<file path="src/rtl/seg7_scan_mux_if.sv">
`default_nettype none
// ============================================================================
// Module  : seg7_scan_mux_if
// Brief   : Display bus between the datapath and the 7-segment scan driver.
// Revision: 1.0
// ============================================================================
interface seg7_scan_mux_if #(
    parameter int DIGITS = 4
);
    logic                  load;
    logic [4*DIGITS-1:0]   din;
    logic [DIGITS-1:0]     dp_in;
    logic [DIGITS-1:0]     blink_en;
    logic                  blank_lz;
    logic                  bcd_mode;
    logic [6:0]            seg;
    logic                  dp;
    logic [DIGITS-1:0]     dig_sel;
    logic                  frame_tick;

    modport master (
        output load, din, dp_in, blink_en, blank_lz, bcd_mode,
        input  seg, dp, dig_sel, frame_tick
    );

    modport slave (
        input  load, din, dp_in, blink_en, blank_lz, bcd_mode,
        output seg, dp, dig_sel, frame_tick
    );
endinterface
`default_nettype wire

</file>
<file path="src/rtl/seg7_scan_mux.sv">
`default_nettype none
// ============================================================================
// Module  : seg7_scan_mux
// Brief   : Multiplexed 7-segment driver with shadow load, LZ blanking, blink.
// Revision: 1.0
// ============================================================================
module seg7_scan_mux #(
    parameter int DIGITS       = 4,
    parameter int SCAN_DIV     = 1000,
    parameter int BLINK_FRAMES = 64
) (
    input  wire logic        clk,
    input  wire logic        rst_n,
    seg7_scan_mux_if.slave   bus
);
    localparam int DIV_W  = $clog2(SCAN_DIV);
    localparam int IDX_W  = (DIGITS > 1) ? $clog2(DIGITS) : 1;
    localparam int FCNT_W = (BLINK_FRAMES > 1) ? $clog2(BLINK_FRAMES) : 1;

    localparam logic [DIV_W-1:0]  c_DIV_LAST  = DIV_W'(SCAN_DIV - 1);
    localparam logic [IDX_W-1:0]  c_IDX_LAST  = IDX_W'(DIGITS - 1);
    localparam logic [FCNT_W-1:0] c_FCNT_LAST = FCNT_W'(BLINK_FRAMES - 1);
    localparam logic [DIGITS-1:0] c_ONE       = DIGITS'(1);

    logic [4*DIGITS-1:0] r_sh_din;
    logic [DIGITS-1:0]   r_sh_dp;
    logic [DIV_W-1:0]    r_div;
    logic [IDX_W-1:0]    r_idx;
    logic [FCNT_W-1:0]   r_fcnt;
    logic                r_vis;

    logic [6:0]          r_seg;
    logic                r_dp;
    logic [DIGITS-1:0]   r_dig_sel;
    logic                r_frame_tick;

    logic                w_div_tc;
    logic                w_wrap;
    logic [3:0]          w_nib;
    logic                w_dp_sel;
    logic                w_blink_sel;
    logic                w_lz_sel;
    logic                w_zero_above;
    logic [6:0]          w_glyph;

    assign w_div_tc = (r_div == c_DIV_LAST);
    assign w_wrap   = w_div_tc && (r_idx == c_IDX_LAST);

    // Walk from the top digit down so w_zero_above covers nibbles i..DIGITS-1.
    always_comb begin
        w_nib        = 4'd0;
        w_dp_sel     = 1'b0;
        w_blink_sel  = 1'b0;
        w_lz_sel     = 1'b0;
        w_zero_above = 1'b1;
        for (int i = DIGITS - 1; i >= 0; i--) begin
            w_zero_above = w_zero_above && (r_sh_din[4*i +: 4] == 4'd0);
            if (IDX_W'(i) == r_idx) begin
                w_nib       = r_sh_din[4*i +: 4];
                w_dp_sel    = r_sh_dp[i];
                w_blink_sel = bus.blink_en[i];
                w_lz_sel    = (i > 0) && w_zero_above;
            end
        end
    end

    always_comb begin
        w_glyph = 7'h00;
        case (w_nib)
            4'h0:    w_glyph = 7'h7E;
            4'h1:    w_glyph = 7'h30;
            4'h2:    w_glyph = 7'h6D;
            4'h3:    w_glyph = 7'h79;
            4'h4:    w_glyph = 7'h33;
            4'h5:    w_glyph = 7'h5B;
            4'h6:    w_glyph = 7'h5F;
            4'h7:    w_glyph = 7'h70;
            4'h8:    w_glyph = 7'h7F;
            4'h9:    w_glyph = 7'h7B;
            4'hA:    w_glyph = 7'h77;
            4'hB:    w_glyph = 7'h1F;
            4'hC:    w_glyph = 7'h4E;
            4'hD:    w_glyph = 7'h3D;
            4'hE:    w_glyph = 7'h4F;
            default: w_glyph = 7'h47;
        endcase
        if (bus.bcd_mode && (w_nib > 4'd9)) begin
            w_glyph = 7'h01;
        end
    end

    always_ff @(posedge clk) begin
        if (!rst_n) begin
            r_sh_din     <= '0;
            r_sh_dp      <= '0;
            r_div        <= '0;
            r_idx        <= '0;
            r_fcnt       <= '0;
            r_vis        <= 1'b1;
            r_seg        <= 7'h00;
            r_dp         <= 1'b0;
            r_dig_sel    <= '0;
            r_frame_tick <= 1'b0;
        end else begin
            if (bus.load) begin
                r_sh_din <= bus.din;
                r_sh_dp  <= bus.dp_in;
            end

            if (w_div_tc) begin
                r_div <= '0;
                r_idx <= (r_idx == c_IDX_LAST) ? '0 : r_idx + IDX_W'(1);
            end else begin
                r_div <= r_div + DIV_W'(1);
            end

            r_frame_tick <= w_wrap;
            if (w_wrap) begin
                if (r_fcnt == c_FCNT_LAST) begin
                    r_fcnt <= '0;
                    r_vis  <= ~r_vis;
                end else begin
                    r_fcnt <= r_fcnt + FCNT_W'(1);
                end
            end

            // A blinked-off slot keeps its dwell but drives nothing.
            if (w_blink_sel && !r_vis) begin
                r_seg     <= 7'h00;
                r_dp      <= 1'b0;
                r_dig_sel <= '0;
            end else begin
                r_seg     <= (bus.blank_lz && w_lz_sel) ? 7'h00 : w_glyph;
                r_dp      <= w_dp_sel;
                r_dig_sel <= c_ONE << r_idx;
            end
        end
    end

    assign bus.seg        = r_seg;
    assign bus.dp         = r_dp;
    assign bus.dig_sel    = r_dig_sel;
    assign bus.frame_tick = r_frame_tick;

endmodule
`default_nettype wire

</file>
<file path="src/flat_wrapper.sv">
// flat-port wrapper written by rule: the top's interface ports become plain ports
module seg7_scan_mux_flat 
#(
    parameter int DIGITS       = 4,
    parameter int SCAN_DIV     = 1000,
    parameter int BLINK_FRAMES = 64
)
  (clk, rst_n, bus_load, bus_din, bus_dp_in, bus_blink_en, bus_blank_lz, bus_bcd_mode, bus_seg, bus_dp, bus_dig_sel, bus_frame_tick);
  seg7_scan_mux_if #(.DIGITS(DIGITS)) bus_i ();
  input  wire logic clk;
  input  wire logic rst_n;
  input wire logic [$bits(bus_i.load)-1:0] bus_load;
  input wire logic [$bits(bus_i.din)-1:0] bus_din;
  input wire logic [$bits(bus_i.dp_in)-1:0] bus_dp_in;
  input wire logic [$bits(bus_i.blink_en)-1:0] bus_blink_en;
  input wire logic [$bits(bus_i.blank_lz)-1:0] bus_blank_lz;
  input wire logic [$bits(bus_i.bcd_mode)-1:0] bus_bcd_mode;
  output wire logic [$bits(bus_i.seg)-1:0] bus_seg;
  output wire logic [$bits(bus_i.dp)-1:0] bus_dp;
  output wire logic [$bits(bus_i.dig_sel)-1:0] bus_dig_sel;
  output wire logic [$bits(bus_i.frame_tick)-1:0] bus_frame_tick;
  assign bus_i.load = bus_load;
  assign bus_i.din = bus_din;
  assign bus_i.dp_in = bus_dp_in;
  assign bus_i.blink_en = bus_blink_en;
  assign bus_i.blank_lz = bus_blank_lz;
  assign bus_i.bcd_mode = bus_bcd_mode;
  assign bus_seg = bus_i.seg;
  assign bus_dp = bus_i.dp;
  assign bus_dig_sel = bus_i.dig_sel;
  assign bus_frame_tick = bus_i.frame_tick;
  seg7_scan_mux #(.DIGITS(DIGITS), .SCAN_DIV(SCAN_DIV), .BLINK_FRAMES(BLINK_FRAMES)) u_core (.clk(clk), .rst_n(rst_n), .bus(bus_i));
endmodule
</file>
<file path="config.mk">
export PLATFORM = sky130hd
export DESIGN_NAME = seg7_scan_mux_flat
export DESIGN_NICKNAME = d
export VERILOG_FILES = /design/src/rtl/seg7_scan_mux_if.sv /design/src/rtl/seg7_scan_mux.sv /design/src/flat_wrapper.sv
export SDC_FILE = /design/constraint.sdc
export NUM_CORES = 1
export LEC_CHECK = 0
export ABC_AREA = 1
export CORE_MARGIN = 2
export CORE_UTILIZATION = 48
export DETAILED_ROUTE_END_ITERATION = 10
export MAX_ROUTING_LAYER = met4
export PLACE_DENSITY = 0.75
export SYNTH_ARGS = -nofsm -noshare
export SYNTH_HDL_FRONTEND = slang
export SYNTH_SLANG_ARGS = --single-unit
</file>
<file path="constraint.sdc">
create_clock -name clk -period 2 [get_ports clk]
set_input_delay 0.4 -clock clk [delete_from_list [all_inputs] [get_ports clk]]
set_output_delay 0.4 -clock clk [all_outputs]
set_load 0.05 [all_outputs]
</file>
==> results of run 1 <==
-- area by class of cell --
type / instances / area [um2] / share of cell area
Tap cell: 70 / 87.6 / 0.0254
Sequential cell: 52 / 1050 / 0.304
Timing Repair Buffer: 62 / 568 / 0.164
Multi-Input combinational cell: 265 / 1500 / 0.434
Clock inverter: 3 / 46.3 / 0.0134
Inverter: 35 / 135 / 0.0391
Clock buffer: 5 / 68.8 / 0.0199
-- routing by layer --
metal  up-vias  share of wire
li1       1288              -
met1      1133           0.48
met2        50           0.47
met3        11          0.033
met4         0          0.016
met5         -              0
-- critical path, cell delays in order, from the launching register on --
cell	delay [ns]
dfxtp_4	0.41
clkinvlp_4	0.16
ha_4	0.23
nor2_4	0.12
nand2_1	0.09
nand2_2	0.09
nand2_4	0.09
ha_4	0.18
nor2_1	0.10
inv_1	0.07
nand2_4	0.07
nand3_4	0.06
nand2_4	0.11
nor2_1	0.06
-- report_power, final --
group	total (mW)	switching, mW	internal [mW]	leakage, nW
clock	0.747	0.369	0.377	0.0548
combinational	0.366	0.209	0.157	0.941
sequential	1.11	0.0277	1.08	0.429
total	2.22	0.606	1.62	1.43
-- sequential cells by signal, indices dropped and copies added, names as in the netlist --
signal                 count
u_core.r_sh_din           16
u_core.r_div              10
u_core.bus.seg             7
u_core.r_fcnt              6
u_core.bus.dig_sel         4
u_core.r_sh_dp             4
u_core.r_idx               2
u_core.bus.dp              1
u_core.bus.frame_tick      1
u_core.r_vis               1
-- cell usage in the layout, fill, tap and decap left out, types with 2 or more instances in the layout --
cell type / n
nor2_1: 64
dfxtp_1: 50
nor2_4: 3
buf_4: 21
clkbuf_8: 5
nand4_1: 4
nor2_2: 2
nand3_4: 2
nand2_4: 4
a21oi_1: 18
a21oi_2: 7
xor2_1: 3
o21ai_0: 31
nor3_1: 14
a21oi_4: 2
ha_1: 8
inv_2: 3
dfxtp_4: 2
nand3_1: 20
nand2_1: 63
inv_1: 31
ha_4: 4
clkdlybuf4s50_1: 41
nand3b_1: 4
clkinvlp_4: 2
nand2_2: 4
-- cells by family after synthesis --
family                   share of synthesized area
adder cells (fa/ha/maj)                     0.0629
AO/OA/AOI/OAI                                0.129
XOR/XNOR                                    0.0102
AND/OR/NAND/NOR                              0.324
flip-flops                                   0.403
buffers and inverters                       0.0707
-- stage by stage --
step | area [um2] | util | TNS, ns
2_1_floorplan | 2590 | - | 0
3_3_place_gp | 3160 | 0.615 | 0
3_5_place_dp | 3160 | 0.615 | -0.0176
4_1_cts | 3280 | 0.638 | 0
5_1_grt | 3450 | 0.672 | -0.442
6_report | 3450 | 0.672 | 0
-- worst max path at each step --
| stage | endpoint | cells after the start | slack, ns |
|---|---|---|---|
| CTS | u_core.bus.seg[3] | 11 | 0.0007 |
| global route | u_core.bus.seg[0] | 12 | -0.09 |
| detailed placement | u_core.bus.seg[3] | 10 | -0.02 |
| floorplan | u_core.bus.seg[4] | 14 | 0.01 |
| global placement | u_core.bus.seg[4] | 12 | 0.06 |
| finish | u_core.bus.seg[1] | 13 | 0.04 |
-- repair_timing --
item	CTS	global route
endpoints found under the setup margin	7	7
gates resized for setup	3	30
setup buffers	0	5
pin swaps	1	12
gates cloned	0	1
==> qor.yml, run 1 <==
power_and_ir_drop:
  total_power_mw: 2.22
  peakVddDrop_mv: 0.453
  power_per_cell_area_nw_per_um2: 644
  p_leak_nw: 1.43
timing:
  fin_crit_sh: 0.978
  worst_slew_pin_slew_ns: 0.614
  fmax_ghz: 0.512
  max_slew_margin: 0.590
  finalSetupViolCount: 0
  fin_ws_ns: 0.0450
  fin_skew_ns: 0.0104
  finalMaxSlewViolations: 0
  fin_hold_ws_ns: 0.461
  rsz0062_at_grt: "true"
  hold_viol: 0
  min_period_ns: 1.96
grt:
  track_usage: 0.205
  grt_pass1_vias: 2249
  grt_pass1_wl_um: 9850
  grtUsageMet1: 0.267
  grt_most_used_layer: "met2"
  use_met3: 0.0360
  grt-ovfl-total: 0
  met2_usage: 0.322
  grt_antenna_before_repair: 0
  grt_max_degree: 24
clock_network:
  cts_sinks: 52
  holdBufCountCts: 0
  cts_made_buffers: 5
  cts.reportedPaths.clkPinSlew_ns: 0.10
  cts_root_buf: "clkbuf_8"
  clk_path_buf_depth: 2
  cts_tree: "done"
  htreeDepth: 2
  clkLatencyLatePin_ns: 0.31
drt:
  drtAntennaViolNets: 0
  wirelength_um: 6240
  first_pass_iters: 4
  avgViaCountPerCell: 5.04
  drc: 0
  route.vias.total: 2482
  drt_iter0_markers: 123
  wl_per_cell_um: 12.7
synthesis:
  yosysWarnings: 0
  ys.flop_type: "dfxtp_1"
  synthArstFlopShare: 0
  synth_top_area_frac: 0.403
  yosysMostFrequentCell: "nand2_1"
  syn_area_per_cell_um2: 7.16
  syn_area_um2: 2580
  synth_edf_count: 0
  synth_area_leaders: "dfxtp_1 40%, nand2_1 9.9%, nor2_1 9.7%, ha_1 6.3%, o21ai_0 6.0%"
  yosysSeqAreaShare: 0.403
  synth.largest_area_cell: "dfxtp_1"
  synth_nets: 403
  ys_ff_latch: 52
  synthCells: 361
  synth_commonest_cells: "68 x nand2_1, 67 x nor2_1, 52 x dfxtp_1"
  yosysUniqueCellTypes: 30
status:
  status: "completed"
floorplanning:
  ios: 42
  coreArea_um2: 5140
  fp.dieW_um: 77.4
  start_util: 0.503
  die_h_um: 77.4
  dieArea_um2: 5990
  row_count: 26
critical_path:
  cp-start-kind: "flip-flop"
  r2r_start: "u_core.r_idx[1]"
  path_class: "flip-flop to flip-flop"
  worstPathMaxFanout: 6
  rr_worst_depth: 13
  arrival_ns: 2.16
  critPathLaunch: "u_core.r_idx[1]"
  crit_required_ns: 2.21
  reg2reg_setup_slack_ns: 0.04
  rr_endpoint: "u_core.bus.seg[1]"
  cp-end-kind: "flip-flop"
final_layout:
  fill_cells: 463
  area_growth_syn_to_layout_pct: 33.6
  layoutNonFillerInstCount: 492
  nets: 463
  antenna_cells: 0
  drive_gt1_frac: 0.159
place:
  io_buffers: 41
  dp_hpwl_um: 4240
  pre_cts_slack_ns: -0.0155
  gp_congestion: 0.936
  dp.cells: 478
worst_hold_path:
  hold_end: "u_core.r_div[0]"
  hold_path.class: "flip-flop to flip-flop"
  min_path_cells: 1
  hp-start: "u_core.r_div[0]"
flow_run:
  maxCapViolCount: 0
Power figures use the tool's default switching activity.
==> inputs of run 2 (changes only) <==
--- a/config.mk
+++ b/config.mk
@@ -7,10 +7,10 @@
 export LEC_CHECK = 0
 export ABC_AREA = 1
 export CORE_MARGIN = 2
-export CORE_UTILIZATION = 48
+export CORE_UTILIZATION = 40
 export DETAILED_ROUTE_END_ITERATION = 10
 export MAX_ROUTING_LAYER = met4
-export PLACE_DENSITY = 0.75
+export PLACE_DENSITY = 0.64
 export SYNTH_ARGS = -nofsm -noshare
 export SYNTH_HDL_FRONTEND = slang
 export SYNTH_SLANG_ARGS = --single-unit
==> run 2 against run 1 <==
Effect of this change: power decreased by 1.7%; die area rose by 19%; global-route usage decreased by 3.5 points; hold slack worse by 0.0072 ns; combinational power is essentially flat; non-clock buffer count increased by 1; sequential power about the same; clock power shrank 4.8%; final area grew 0.54%; critical path type unchanged; largest power group unchanged.
==> qor.yml, run 2 (synthesis gave the netlist of run 1 again) <==
floorplanning:
  ios: 42
  fp.dieW_um: 84.4
  coreArea_um2: 6310
  die_h_um: 84.4
  dieArea_um2: 7120
  start_util: 0.409
  row_count: 29
timing:
  hold_viol: 0
  max_slew_margin: 0.667
  finalSetupViolCount: 0
  fin_crit_sh: 0.971
  min_period_ns: 1.94
  rsz0062_at_grt: "true"
  finalMaxSlewViolations: 0
  fin_skew_ns: 0.00419
  worst_slew_pin_slew_ns: 0.498
  fmax_ghz: 0.515
grt:
  grt_most_used_layer: "met2"
  grt_max_degree: 22
  grt_pass1_wl_um: 9710
  use_met3: 0.0374
  track_usage: 0.169
  grt_pass1_vias: 2209
  grt_antenna_before_repair: 0
  met2_usage: 0.269
  grtUsageMet1: 0.219
  grt-ovfl-total: 0
drt:
  route.vias.total: 2456
  avgViaCountPerCell: 4.92
  drt_iter0_markers: 90
  wl_per_cell_um: 11.9
  drtAntennaViolNets: 0
  first_pass_iters: 4
  drc: 0
  wirelength_um: 5920
worst_hold_path:
  hp-start: "u_core.r_div[0]"
  min_path_cells: 1
  hold_path.class: "flip-flop to flip-flop"
  hold_end: "u_core.r_div[0]"
critical_path:
  worstPathMaxFanout: 7
  cp-start-kind: "flip-flop"
  reg2reg_setup_slack_ns: 0.06
  rr_worst_depth: 11
  crit_required_ns: 2.21
  r2r_start: "u_core.r_idx[0]"
  arrival_ns: 2.15
  cp-end-kind: "flip-flop"
  path_class: "flip-flop to flip-flop"
  rr_endpoint: "u_core.bus.seg[0]"
final_layout:
  finalInstanceArea_um2: 3470
  final_cell_mix: "63 x nor2_1, 62 x nand2_1, 50 x dfxtp_1"
  fill_cells: 627
  drive_gt1_frac: 0.168
  fin_util: 0.550
  largest_reg_flops: 16
  nets: 463
  antenna_cells: 0
  mostFrequentLayoutCell: "nor2_1"
  regMostFlops: "u_core.r_sh_din"
  area_growth_syn_to_layout_pct: 34.3
power_and_ir_drop:
  p_leak_nw: 1.43
  power_per_cell_area_nw_per_um2: 630
  peakVddDrop_mv: 0.391
place:
  io_buffers: 41
  gp_congestion: 0.910
  placed_area_um2: 3170
  dp_hpwl_um: 4330
clock_network:
  clkLatencyLatePin_ns: 0.31
  cts_sinks: 52
  cts_tree: "done"
  cts_made_buffers: 5
  cts.reportedPaths.clkPinSlew_ns: 0.09
  clk_path_buf_depth: 2
  htreeDepth: 2
  cts_root_buf: "clkbuf_8"
  holdBufCountCts: 0
status:
  status: "completed"
flow_run:
  maxCapViolCount: 0
[run 2: cell type report]
class	count	area [um2]	share of cell area
Inverter	35	138	0.0396
Multi-Input combinational cell	264	1510	0.435
Sequential cell	52	1050	0.302
Clock buffer	6	72.6	0.0209
Clock inverter	2	35.0	0.0101
Tap cell	77	96.3	0.0277
Timing Repair Buffer	63	573	0.165
[run 2: worst max-delay path by stage]
stage                    startpoint           endpoint  slack (ns)  cells after the start
floorplan           u_core.r_idx[1]  u_core.bus.seg[4]        0.01                     14
global placement    u_core.r_idx[1]  u_core.bus.seg[3]       -0.04                     10
detailed placement  u_core.r_idx[1]  u_core.bus.seg[4]       -0.06                     12
CTS                 u_core.r_idx[1]  u_core.bus.seg[4]        0.04                     12
global route        u_core.r_idx[1]  u_core.bus.seg[0]       -0.03                     12
finish              u_core.r_idx[0]  u_core.bus.seg[0]        0.06                     11
[run 2: metal layers]
layer  part of all wire  vias up  wire length [um]
met1               0.50     1121              2950
met2               0.45       45              2670
met5                  0        -                 0
li1                   -     1282                 -
met4              0.014        0                82
met3              0.037        8               218
[run 2: what timing repair did]
action / 4_1_cts / 5_1_grt
buffers inserted: 0 / 6
pin swaps: 1 / 12
gates resized for setup: 6 / 37
setup endpoints to repair: 7 / 10
[run 2: per-stage QoR]
step	std cells	power, mW	setup TNS, ns	hold WS, ns	setup slack (ns)
floorplan	361	1.34	0	0.418	0.0115
global placement	485	1.48	-0.0965	0.430	-0.0434
detailed placement	485	1.48	-0.302	0.439	-0.0560
CTS	493	2.19	0	0.457	0.0385
global route	499	2.28	-0.106	0.478	-0.0326
finish	499	2.19	0	0.453	0.0590
[run 2: power by group]
group | internal, mW | total [mW] | switching (mW)
sequential | 1.08 | 1.11 | 0.0275
clock | 0.372 | 0.711 | 0.340
combinational | 0.160 | 0.365 | 0.205
total | 1.61 | 2.19 | 0.572
[run 2: worst max-delay path, stage by stage (launching register included)]
cell and delay, ns:
dfxtp_4 0.42, inv_4 0.07, ha_4 0.18, buf_4 0.16
nor2_2 0.16, nand3_1 0.14, nand3_4 0.15, nand2_8 0.08
clkbuf_2 0.16, buf_4 0.14, a21oi_2 0.12, nor2_1 0.06
